<file path="config.mk">
export PLATFORM = sky130hd
export DESIGN_NAME = id_ex_src1_stage
export DESIGN_NICKNAME = d
export VERILOG_FILES = /design/src/rtl/id_ex_src1_stage.sv
export SDC_FILE = /design/constraint.sdc
export NUM_CORES = 1
export LEC_CHECK = 0
export ABC_AREA = 1
export CORE_UTILIZATION = 30
export CTS_CLUSTER_SIZE = 12
export DETAILED_ROUTE_END_ITERATION = 10
export PLACE_DENSITY = 0.69
export SYNTH_ARGS = -nofsm -noshare
export SYNTH_HDL_FRONTEND = slang
export SYNTH_SLANG_ARGS = --single-unit
</file>
<file path="constraint.sdc">
create_clock -name clk -period 3.9 [get_ports clk]
set_input_delay 0.39 -clock clk [delete_from_list [all_inputs] [get_ports clk]]
set_output_delay 0.39 -clock clk [all_outputs]
set_load 0.02 [all_outputs]
</file>
<file path="src/rtl/id_ex_src1_stage.sv">
// ID/EX register for the source-1 operand path: latches decoded src1 fields, generates the
// registered EX source-1 mux select with EX/MEM forwarding, and detects load-use hazards.
module id_ex_src1_stage #(
    parameter int DATA_W = 16,
    parameter int REG_AW = 4,
    parameter int IMM_W  = 8
) (
    input  logic              clk,
    input  logic              rst_n,
    input  logic              id_valid,
    input  logic [REG_AW-1:0] id_rs1,
    input  logic [1:0]        id_src1_kind,
    input  logic [DATA_W-1:0] id_p1,
    input  logic [IMM_W-1:0]  id_imm,
    input  logic [DATA_W-1:0] id_pc,
    input  logic [REG_AW-1:0] id_dst,
    input  logic              id_we,
    input  logic              id_load,
    input  logic              flush,
    output logic              stall_o,
    output logic              ex_valid,
    output logic [2:0]        ex_src1sel,
    output logic [DATA_W-1:0] ex_p1,
    output logic [IMM_W-1:0]  ex_imm,
    output logic [DATA_W-1:0] ex_pc,
    output logic [REG_AW-1:0] ex_dst,
    output logic              ex_we,
    output logic              ex_load
);

    localparam logic [2:0] SEL_FWD_MEM = 3'b100;
    // Both ALU (bit1) and shifter (bit0) muxes must see the EX forward, hence all ones.
    localparam logic [2:0] SEL_FWD_EX  = 3'b111;

    logic [REG_AW-1:0] mem_dst;
    logic              mem_we;
    logic              rs1_is_reg;
    logic              hit_e;
    logic              hit_m;
    logic              bubble;
    logic [2:0]        next_sel;

    // Register 0 reads as zero and immediates/pc never need forwarding.
    assign rs1_is_reg = (id_src1_kind == 2'b00) && (id_rs1 != '0);
    assign hit_e      = rs1_is_reg && ex_valid && ex_we && (ex_dst == id_rs1);
    assign hit_m      = rs1_is_reg && mem_we && (mem_dst == id_rs1);
    assign stall_o    = id_valid && hit_e && ex_load && !flush;
    assign bubble     = flush || stall_o;

    always_comb begin
        next_sel = {1'b0, id_src1_kind};
        if (hit_e) begin
            next_sel = SEL_FWD_EX;
        end else if (hit_m) begin
            next_sel = SEL_FWD_MEM;
        end
    end

    // EX/MEM shadow of the instruction leaving EX
    always_ff @(posedge clk or negedge rst_n) begin
        if (!rst_n) begin
            mem_dst <= '0;
            mem_we  <= 1'b0;
        end else begin
            mem_dst <= ex_dst;
            mem_we  <= ex_we && ex_valid;
        end
    end

    // ID -> EX transfer; a bubble clears only the flags, data fields keep stale values
    always_ff @(posedge clk or negedge rst_n) begin
        if (!rst_n) begin
            ex_valid   <= 1'b0;
            ex_src1sel <= 3'b000;
            ex_we      <= 1'b0;
            ex_load    <= 1'b0;
            ex_p1      <= '0;
            ex_imm     <= '0;
            ex_pc      <= '0;
            ex_dst     <= '0;
        end else if (bubble) begin
            ex_valid   <= 1'b0;
            ex_src1sel <= 3'b000;
            ex_we      <= 1'b0;
            ex_load    <= 1'b0;
        end else begin
            ex_valid   <= id_valid;
            ex_src1sel <= next_sel;
            ex_we      <= id_we && id_valid;
            ex_load    <= id_load && id_valid;
            ex_p1      <= id_p1;
            ex_imm     <= id_imm;
            ex_pc      <= id_pc;
            ex_dst     <= id_dst;
        end
    end

endmodule

</file>
# Word-level counts from Yosys, hierarchy flattened
# Cells that the tools add are included.
dict set report word_totals {
  output_inout_bits 51
  wordCells 34
  ff_bits 55
}
dict set report classes {
  n_mux 6
  reduce_logical 16
  eq_ne 2
}
# cell n
set ops {}
lappend ops {{$logic_and A1 B1 Y1} 12}
lappend ops {{$mux W3} 3}
lappend ops {{$eq A4 B4 Y1} 2}
lappend ops {{$reduce_bool A4 Y1} 1}
lappend ops {{$mux W1} 3}
lappend ops {{$logic_not A2 Y1} 1}
lappend ops {{$logic_not A1 Y1} 1}
lappend ops {{$logic_or A1 B1 Y1} 1}

# Longest topological paths before layout
# Gate-level depths: netlist of the first run.
dict set report depth {
  ltp_word 10
  depth_mapped 10
}

# Worst setup path after synthesis of the first run
# Ideal clock, no wire load.
dict set report synth_path {
  path_type {reg2out}
  start {register ex_dst[0]}
  end {output stall_o}
  setup_slack_ps 2089
  path_stages_with_launch 8
  arrival_ps 1421
  t_required_ps 3510
  path_cell_list {dfrtp_1 inv_1 nand2_1 nand3_1 nor2_2 nand3_4 buf_2 nor2_1}
}
dict set report synth_between {
  elab_chain_cells 5
}
# item line
set synth_rtl {}
lappend synth_rtl {{start, declared} 26} ;# output logic [REG_AW-1:0] ex_dst,
lappend synth_rtl {{start signal, assigned} 94} ;# ex_dst <= id_dst;
lappend synth_rtl {{$eq A4 B4 Y1} 45} ;# assign hit_e = rs1_is_reg && ex_valid && ex_we && (ex_dst == id_rs1);
lappend synth_rtl {{$logic_and A1 B1 Y1} 45}
lappend synth_rtl {{$logic_and A1 B1 Y1 (3 in a row)} 47} ;# assign stall_o = id_valid && hit_e && ex_load && !flush;
lappend synth_rtl {{end, declared} 20} ;# output logic stall_o,
# No other way between the ends.

# Worst setup path in the final report of the first run
dict set report layout_path {
  start {input id_rs1[0]}
  end {output stall_o}
}
dict set report layout_between {
  elab_chain_cells 8
  elab_cells_between_ends 9
}
# item line
set layout_rtl {}
lappend layout_rtl {{start, declared} 11} ;# input logic [REG_AW-1:0] id_rs1,
lappend layout_rtl {{$reduce_bool A4 Y1} 44} ;# assign rs1_is_reg = (id_src1_kind == 2'b00) && (id_rs1 != '0);
lappend layout_rtl {{$logic_and A1 B1 Y1} 44}
lappend layout_rtl {{$logic_and A1 B1 Y1 (2 in a row)} 45}
lappend layout_rtl {{$logic_and A1 B1 Y1 (*)} 45}
lappend layout_rtl {{$logic_and A1 B1 Y1 (*) (3 in a row)} 47}
# Every way passes the cells marked *; elsewhere a longest branch is shown, timed or not.

==> results of run 1 <==
[registers in the layout, summed over array words and instances, names as in the netlist]
register,count
ex_src1sel,3
mem_dst,4
ex_load,1
ex_valid,1
ex_we,1
mem_we,1
ex_imm,8
ex_dst,4
ex_p1,16
ex_pc,16
[Yosys cell counts]
master	instances
a21oi_1	1
nand3_1	45
buf_1	4
buf_4	5
nand4_1	1
or2_2	1
and2_1	1
nand3_4	1
nor2_1	16
xor2_1	2
buf_2	4
o21ai_0	1
inv_2	2
inv_1	8
nor2_2	2
xnor2_1	1
dfrtp_1	55
nand2_1	104
nand2_2	1
[per-layer routing]
| metal | up-vias | share of wire (%) | track usage, % |
|---|---|---|---|
| met3 | 10 | 6.6 | 4.48 |
| met5 | - | 0 | 0 |
| met1 | 947 | 42 | 17.8 |
| met2 | 72 | 50 | 27.5 |
| li1 | 999 | - | - |
| met4 | 0 | 1.5 | 4.69 |
[final timing paths]
kind	to	cells after the start	slack [ns]	start
min in group clk	mem_dst[1]	0	0.47	ex_dst[1]
worst max register to register	ex_pc[6]	9	1.75	ex_dst[2]
worst min register to register	mem_dst[1]	0	0.47	ex_dst[1]
max in group asynchronous	ex_pc[0]	2	3.23	rst_n
worst min-delay path	ex_we	2	0.20	rst_n
worst max-delay path	stall_o	8	1.16	id_rs1[0]
[critical path, delay by kind of cell]
kind | cells | cell delay (ns)
buf+inv | 2 | 1.18
simple gates | 6 | 0.77
[per-stage QoR]
stage	std cells	hold WS, ns	area [sq um]	utilization (%)
3_3_place_gp	449	0.454	3380	46.5
6_report	457	0.203	3460	47.7
4_1_cts	457	0.232	3460	47.7
5_1_grt	457	0.265	3460	47.7
2_1_floorplan	255	0.0944	2250	-
3_5_place_dp	449	0.455	3380	46.5
[where the power goes]
part	internal, mW	leakage (nW)	switching [mW]	total (mW)
Clock	0.123	0.0477	0.177	0.301
Sequential	0.616	0.678	0.0281	0.644
Combinational	0.148	0.933	0.139	0.287
Total	0.887	1.66	0.345	1.23
[final cells by class]
cell class / instances / area, sq um
fill: 723 / 3790
sequential: 55 / 1380
timing repair buffer: 108 / 1070
multi-input combinational: 177 / 767
tap: 99 / 124
clock buffer: 5 / 68.8
inverter: 10 / 37.5
clock inverter: 3 / 15.0
[cell families (layout without fill, tap and decap cells)]
family / after synthesis / after routing / synth area share (%)
AOI/OAI and AO/OA: 2 / 2 / 0.444
and+or+nand+nor: 172 / 172 / 32.4
DFF: 55 / 55 / 61.1
xor gates and xnor gates: 3 / 3 / 1.17
buffers and inverters: 23 / 126 / 4.89
==> reports/results.tsv, run 1 <==
metric	value	unit
worst slew pin tran	0.929	ns
leak pwr	1.66	nW
port bufs	106	
CTS tree	built	
endpoints failing setup	0	
global-route wire length before repair	9.17	mm
overall routing resource usage	15.4	%
most frequent cells in the layout	105 x clkdlybuf4s50_1, 104 x nand2_1, 55 x dfrtp_1	
Startpoint Class	input port	
status	finished, final reports clean	
Yosys reg bits	55	
clock-pin slew on the worst setup and hold paths	0.09	ns
worst hold path class	input port to async pin	
crit-path max FO	19	
via/cell ratio	4.44	
first-pass iteration count of the detailed router	4	
initial antenna violation count	0	
Mapped Area	0.00225	sq mm
crit share post-route	70.4	%
most area-hungry cell type in the Yosys netlist	dfrtp_1	
die area	0.00786	sq mm
aggregate routed wire length	5.78	mm
total power	1.23	mW
TritonCTS Sinks	55	
CTS resizes	0	
H-tree depth	2	
setup bufs post-CTS	0	
WP data arrival	2.35	ns
library cells used by synthesis	19	
ANT cells	0	
Setup TNS	0	ns
syn_area_per_cell	8.84	sq um
worst slack, placed	1.14	ns
clk root buf	clkbuf_8	
starting density of the core	31.1	%
worst-skew pair later-pin latency	0.30	ns
Area Growth Syn to Fin	53.5	%
critical path class	input port to output port	
Inserted Clock Buffers	5	
syn nets	311	
CP max-delay cell	clkdlybuf4s50_1	
minimum clock period	2.74	ns
GPL Wtd Cong	0.777	
Final Hold Viols	0	
commonest non-fill, non-tap cell in the layout	clkdlybuf4s50_1	
CP Data Required Time	3.51	ns
worst-path cell chain	clkdlybuf4s50_1 -> nor2_1 -> nand2_1 -> nand2_1 -> nor2_2 -> nand3_4 -> nor2_1 -> clkdlybuf4s50_1	
GRT Residual Overflow	0	
num rows	31	
Avg WL per Cell	12.6	microns
Nets	413	
# DRC	0	
Max Cap Viol	0	
Final ANT Viol Nets	0	
Rel. slew slack	37.9	%
Worst path max stage delay	0.62	ns
Setup Skew	0.00822	ns
CTS max path bufs	2	
Vias	2028	
largest net degree at the start of global routing	56	
DP HPWL	3.95	mm
Synth Warn #	0	
vias in the first global route	2023	
register area share after synthesis	61.1	%
Final Worst Setup Slack	1.16	ns
Syn Inst Count	255	
pwr dens	356	mW/mm^2
Slew Limit Fails	0	
Max VDD drop	161	uV
Initial DRC Count	86	
CTS Hold Buffers Added	0	
Core Area	0.00725	sq mm
layout cells sized above 1	5.03	%
top-area cell type share of the netlist area	61.1	%
CP Capture Type	output port	
Die Wd	88.7	microns
Fmax	364	MHz
synth top area cells	dfrtp_1 61%, nand2_1 17%, nand3_1 10%	
Die Y	88.7	microns
I/O pin cnt	107	
unrepaired setup endpoints after global routing	false	
No activity file was read; power rests on OpenSTA's default activity.
==> run 2: changes to the inputs <==
- clock period: 3.9 -> 2.8 ns (I/O delays scaled with it)
==> run 2 against run 1 <==
Compared with the run above:
- register-to-register slack lost 0.87 ns
- clock skew down 0.0018 ns
- design area increased by 0.58%
- routed wire length is 2.4% lower
- total power up 39%
- clock power up 38%
- utilization rose by 0.28 points
- first-iteration DRC count grew 4.7%
- via count is 2.8% lower
- critical endpoint unchanged
- highest routed layer unchanged
==> reports/results.tsv, run 2 (synthesis results as in run 1) <==
metric	value	unit
Die Y	88.7	microns
global-route wire length before repair	9.00	mm
CTS max path bufs	2	
Avg WL per Cell	12.3	microns
worst-skew pair later-pin latency	0.30	ns
Max Cap Viol	0	
final instance area	0.00348	sq mm
clk root buf	clkbuf_8	
met2 wire len	2.73	mm
crit-path max FO	4	
Setup TNS	0	ns
CP Data Required Time	2.52	ns
Nets	416	
Fillers	719	
combinational power share	23.5	%
Inserted Clock Buffers	5	
TritonCTS Sinks	55	
GRT Residual Overflow	0	
commonest non-fill, non-tap cell in the layout	clkdlybuf4s50_1	
Sw Share	27.6	%
critical path class	input port to output port	
CTS resizes	0	
placed cell area	0.00340	sq mm
via/cell ratio	4.29	
die area	0.00786	sq mm
status	finished, final reports clean	
clock share of power	24.2	%
num rows	31	
Fmax	431	MHz
setup bufs post-CTS	0	
worst slew pin tran	0.805	ns
Net Sw Power	473	uW
WP data arrival	2.04	ns
ANT cells	0	
most frequent cells in the layout	105 x clkdlybuf4s50_1, 104 x nand2_1, 55 x dfrtp_1	
Slew Limit Fails	0	
Vias	1972	
Startpoint Class	input port	
minimum clock period	2.32	ns
port bufs	106	
starting density of the core	31.1	%
crit share post-route	83.0	%
total power	1.72	mW
leak pwr	1.67	nW
Flop pwr share	52.3	%
vias in the first global route	1905	
pwr dens	493	mW/mm^2
Rel. slew slack	46.3	%
initial antenna violation count	0	
CTS tree	built	
Die Wd	88.7	microns
Top Registers	ex_p1 (16), ex_pc (16), ex_imm (8)	
I/O pin cnt	107	
clock-pin slew on the worst setup and hold paths	0.09	ns
Final Hold Viols	0	
Initial DRC Count	90	
Final ANT Viol Nets	0	
Area Growth Syn to Fin	54.4	%
CP Capture Type	output port	
worst hold path class	input port to async pin	
# DRC	0	
DR top layer	met4	
DP HPWL	4.04	mm
first-pass iteration count of the detailed router	4	
M1 WL	2.45	mm
CTS Hold Buffers Added	0	
H-tree depth	2	
Core Area	0.00725	sq mm
layout cells sized above 1	5.26	%
overall routing resource usage	15.0	%
Pint	1.24	mW
aggregate routed wire length	5.64	mm
Setup Skew	0.00643	ns
largest net degree at the start of global routing	46	
met3 routed WL	374	microns
endpoints failing setup	0	
Max VDD drop	210	uV
GPL Wtd Cong	0.720	
unrepaired setup endpoints after global routing	false	
-- run 2: power by group through the flow --
stage / Sequential (mW) / Clock, mW / Combinational [mW]
6_report: 0.897 / 0.416 / 0.403
5_1_grt: 0.906 / 0.462 / 0.437
4_1_cts: 0.898 / 0.436 / 0.410
3_5_place_dp: 0.912 / 0 / 0.409
3_3_place_gp: 0.912 / 0 / 0.402
2_1_floorplan: 0.984 / 0 / 0.0935
-- run 2: layout make-up --
class,count,area [sq um],share of cell area (%)
Inverter,10,37.5,1.08
Multi-Input combinational cell,177,767,22.0
Tap cell,99,124,3.56
Clock inverter,1,5.00,0.144
Sequential cell,55,1380,39.6
Timing Repair Buffer,111,1090,31.4
Clock buffer,7,76.3,2.19
-- run 2: worst paths after layout --
path | startpoint | endpoint | slack [ns] | cells past startpoint
setup / recovery | id_rs1[0] | stall_o | 0.48 | 8
hold / removal | rst_n | ex_imm[0] | 0.06 | 1
setup reg to reg | ex_dst[2] | ex_p1[15] | 0.88 | 11
hold reg to reg | ex_dst[3] | mem_dst[3] | 0.47 | 0
max in group asynchronous | rst_n | ex_p1[3] | 1.97 | 2
min in group clk | ex_dst[3] | mem_dst[3] | 0.47 | 0
-- run 2: critical path, stage by stage --
cell and delay, ns:
clkdlybuf4s50_1 0.56, nor2_1 0.07, nand2_1 0.07, nand2_1 0.06, nor2_2 0.15, nand3_4 0.09, nor2_1 0.11, clkdlybuf4s50_1 0.64
-- run 2: routing by layer --
layer | vias to the layer above | track usage (%)
met4 | 0 | 4.69
met5 | - | 0
met2 | 57 | 25.2
met3 | 9 | 4.29
li1 | 1006 | -
met1 | 900 | 18.6
-- run 2: through the flow --
step,instances,hold slack [ns],util (%),setup WS (ns)
2_1_floorplan,255,-0.0156,-,1.10
3_3_place_gp,452,0.421,46.9,0.517
3_5_place_dp,452,0.431,46.9,0.469
4_1_cts,460,0.0969,48.0,0.459
5_1_grt,460,0.137,48.0,0.308
6_report,460,0.0611,48.0,0.477
==> run 3: changes to the inputs <==
- clock period: 2.8 -> 2.4 ns (I/O delays scaled with it)
==> run 3 against run 2 <==
Compared with the run above:
- register-to-register slack got worse by 0.28 ns
- global-route usage rose by 0.23 points
- design area grew 0.47%
- sequential power rose by 17%
- via count up 3.1%
- setup slack worse by 0.30 ns
- total power up 16%
- clock power grew 12%
- critical path depth stayed put
- non-clock buffer count increased by 3
- hold slack improved by 0.24 ns
==> reports/results.tsv, run 3 (synthesis results as in run 1) <==
metric	value	unit
status	finished, final reports clean	
worst slew pin tran	0.381	ns
num rows	31	
GRT Residual Overflow	0	
WP data arrival	1.98	ns
CTS tree	built	
TritonCTS Sinks	55	
critical path class	input port to output port	
Initial DRC Count	83	
Vias	2033	
vias in the first global route	1905	
clk root buf	clkbuf_8	
Startpoint Class	input port	
first-pass iteration count of the detailed router	4	
Die Y	88.7	microns
Final Hold Viols	0	
Slew Limit Fails	0	
GPL Wtd Cong	0.718	
Flop pwr share	52.8	%
I/O pin cnt	107	
endpoints failing setup	0	
most frequent cells in the layout	105 x clkdlybuf4s50_1, 104 x nand2_1, 55 x dfrtp_1	
ANT cells	0	
worst hold path class	input port to async pin	
DP HPWL	4.11	mm
Final ANT Viol Nets	0	
Top Registers	ex_p1 (16), ex_pc (16), ex_imm (8)	
Core Area	0.00725	sq mm
Area Growth Syn to Fin	55.1	%
Setup TNS	0	ns
global-route wire length before repair	9.04	mm
# DRC	0	
layout cells sized above 1	5.52	%
crit-path max FO	4	
via/cell ratio	4.41	
total power	1.98	mW
clock-pin slew on the worst setup and hold paths	0.08	ns
crit share post-route	92.5	%
Avg WL per Cell	12.5	microns
pwr dens	567	mW/mm^2
Rel. slew slack	74.6	%
worst-skew pair later-pin latency	0.30	ns
dpl cells	454	
unrepaired setup endpoints after global routing	false	
Max Cap Viol	0	
aggregate routed wire length	5.74	mm
initial antenna violation count	0	
final non-filler cell total	461	
starting density of the core	31.1	%
minimum clock period	2.22	ns
combinational power share	23.8	%
Setup Skew	0.00648	ns
commonest non-fill, non-tap cell in the layout	clkdlybuf4s50_1	
H-tree depth	2	
Nets	419	
Inserted Clock Buffers	5	
Die Wd	88.7	microns
Pint	1.44	mW
leak pwr	1.68	nW
setup bufs post-CTS	0	
overall routing resource usage	15.2	%
die area	0.00786	sq mm
CTS max path bufs	2	
Sw Share	27.3	%
largest net degree at the start of global routing	37	
Max VDD drop	247	uV
CP Capture Type	output port	
port bufs	106	
CP Data Required Time	2.16	ns
clock share of power	23.5	%
Fmax	450	MHz
Net Sw Power	542	uW
run 3: power by group through the flow:
stage,sequential [mW],combinational [mW],clock [mW]
5_1_grt,1.06,0.512,0.521
3_5_place_dp,1.06,0.478,0
4_1_cts,1.05,0.480,0.487
6_report,1.05,0.471,0.466
3_3_place_gp,1.06,0.471,0
2_1_floorplan,1.15,0.109,0
run 3: metrics by stage:
step	area (sq um)	hold slack (ns)	util, %	setup WS (ns)
final	3500	0.303	48.2	0.179
after detailed placement	3410	0.0861	47.1	0.172
after global routing	3500	0.311	48.2	0.00441
after floorplan	2250	-0.0556	-	0.739
after CTS	3500	0.295	48.2	0.150
after global placement	3410	0.0863	47.1	0.194
run 3: path summary, 6_finish.rpt:
path | end | slack [ns] | cells past startpoint | startpoint
worst max-delay path | stall_o | 0.18 | 8 | id_rs1[0]
worst min-delay path | ex_pc[2] | 0.30 | 2 | rst_n
worst max register to register | ex_pc[5] | 0.60 | 9 | ex_dst[3]
worst min register to register | ex_pc[8] | 0.47 | 2 | ex_pc[8]
max in group asynchronous | ex_p1[6] | 1.55 | 3 | rst_n
min in group clk | ex_load | 0.47 | 3 | id_load
run 3: repair_timing:
item | CTS | global route
endpoints found under the hold margin | 6 | 0
resized for setup | 0 | 0
hold buffers | 1 | 0
run 3: worst max-delay path: stages:
cell and delay, ns:
clkdlybuf4s50_1 0.57, nor2_1 0.07, nand2_1 0.07, nand2_1 0.06, nor2_2 0.14, nand3_4 0.09, nor2_1 0.10, clkdlybuf4s50_1 0.63
run 3: cell type report:
type	count	area [sq um]
fill	721	3760
multi-input combinational	177	767
clock buffer	6	72.6
sequential	55	1380
inverter	10	37.5
tap	99	124
timing repair buffer	114	1120
run 3: routing by layer:
layer | up-vias | GRT usage [%] | wire length, microns
met2 | 60 | 25.9 | 2760
li1 | 1010 | - | -
met4 | 0 | 4.84 | 78
met5 | - | 0 | 0
met3 | 8 | 4.10 | 350
met1 | 955 | 18.8 | 2560
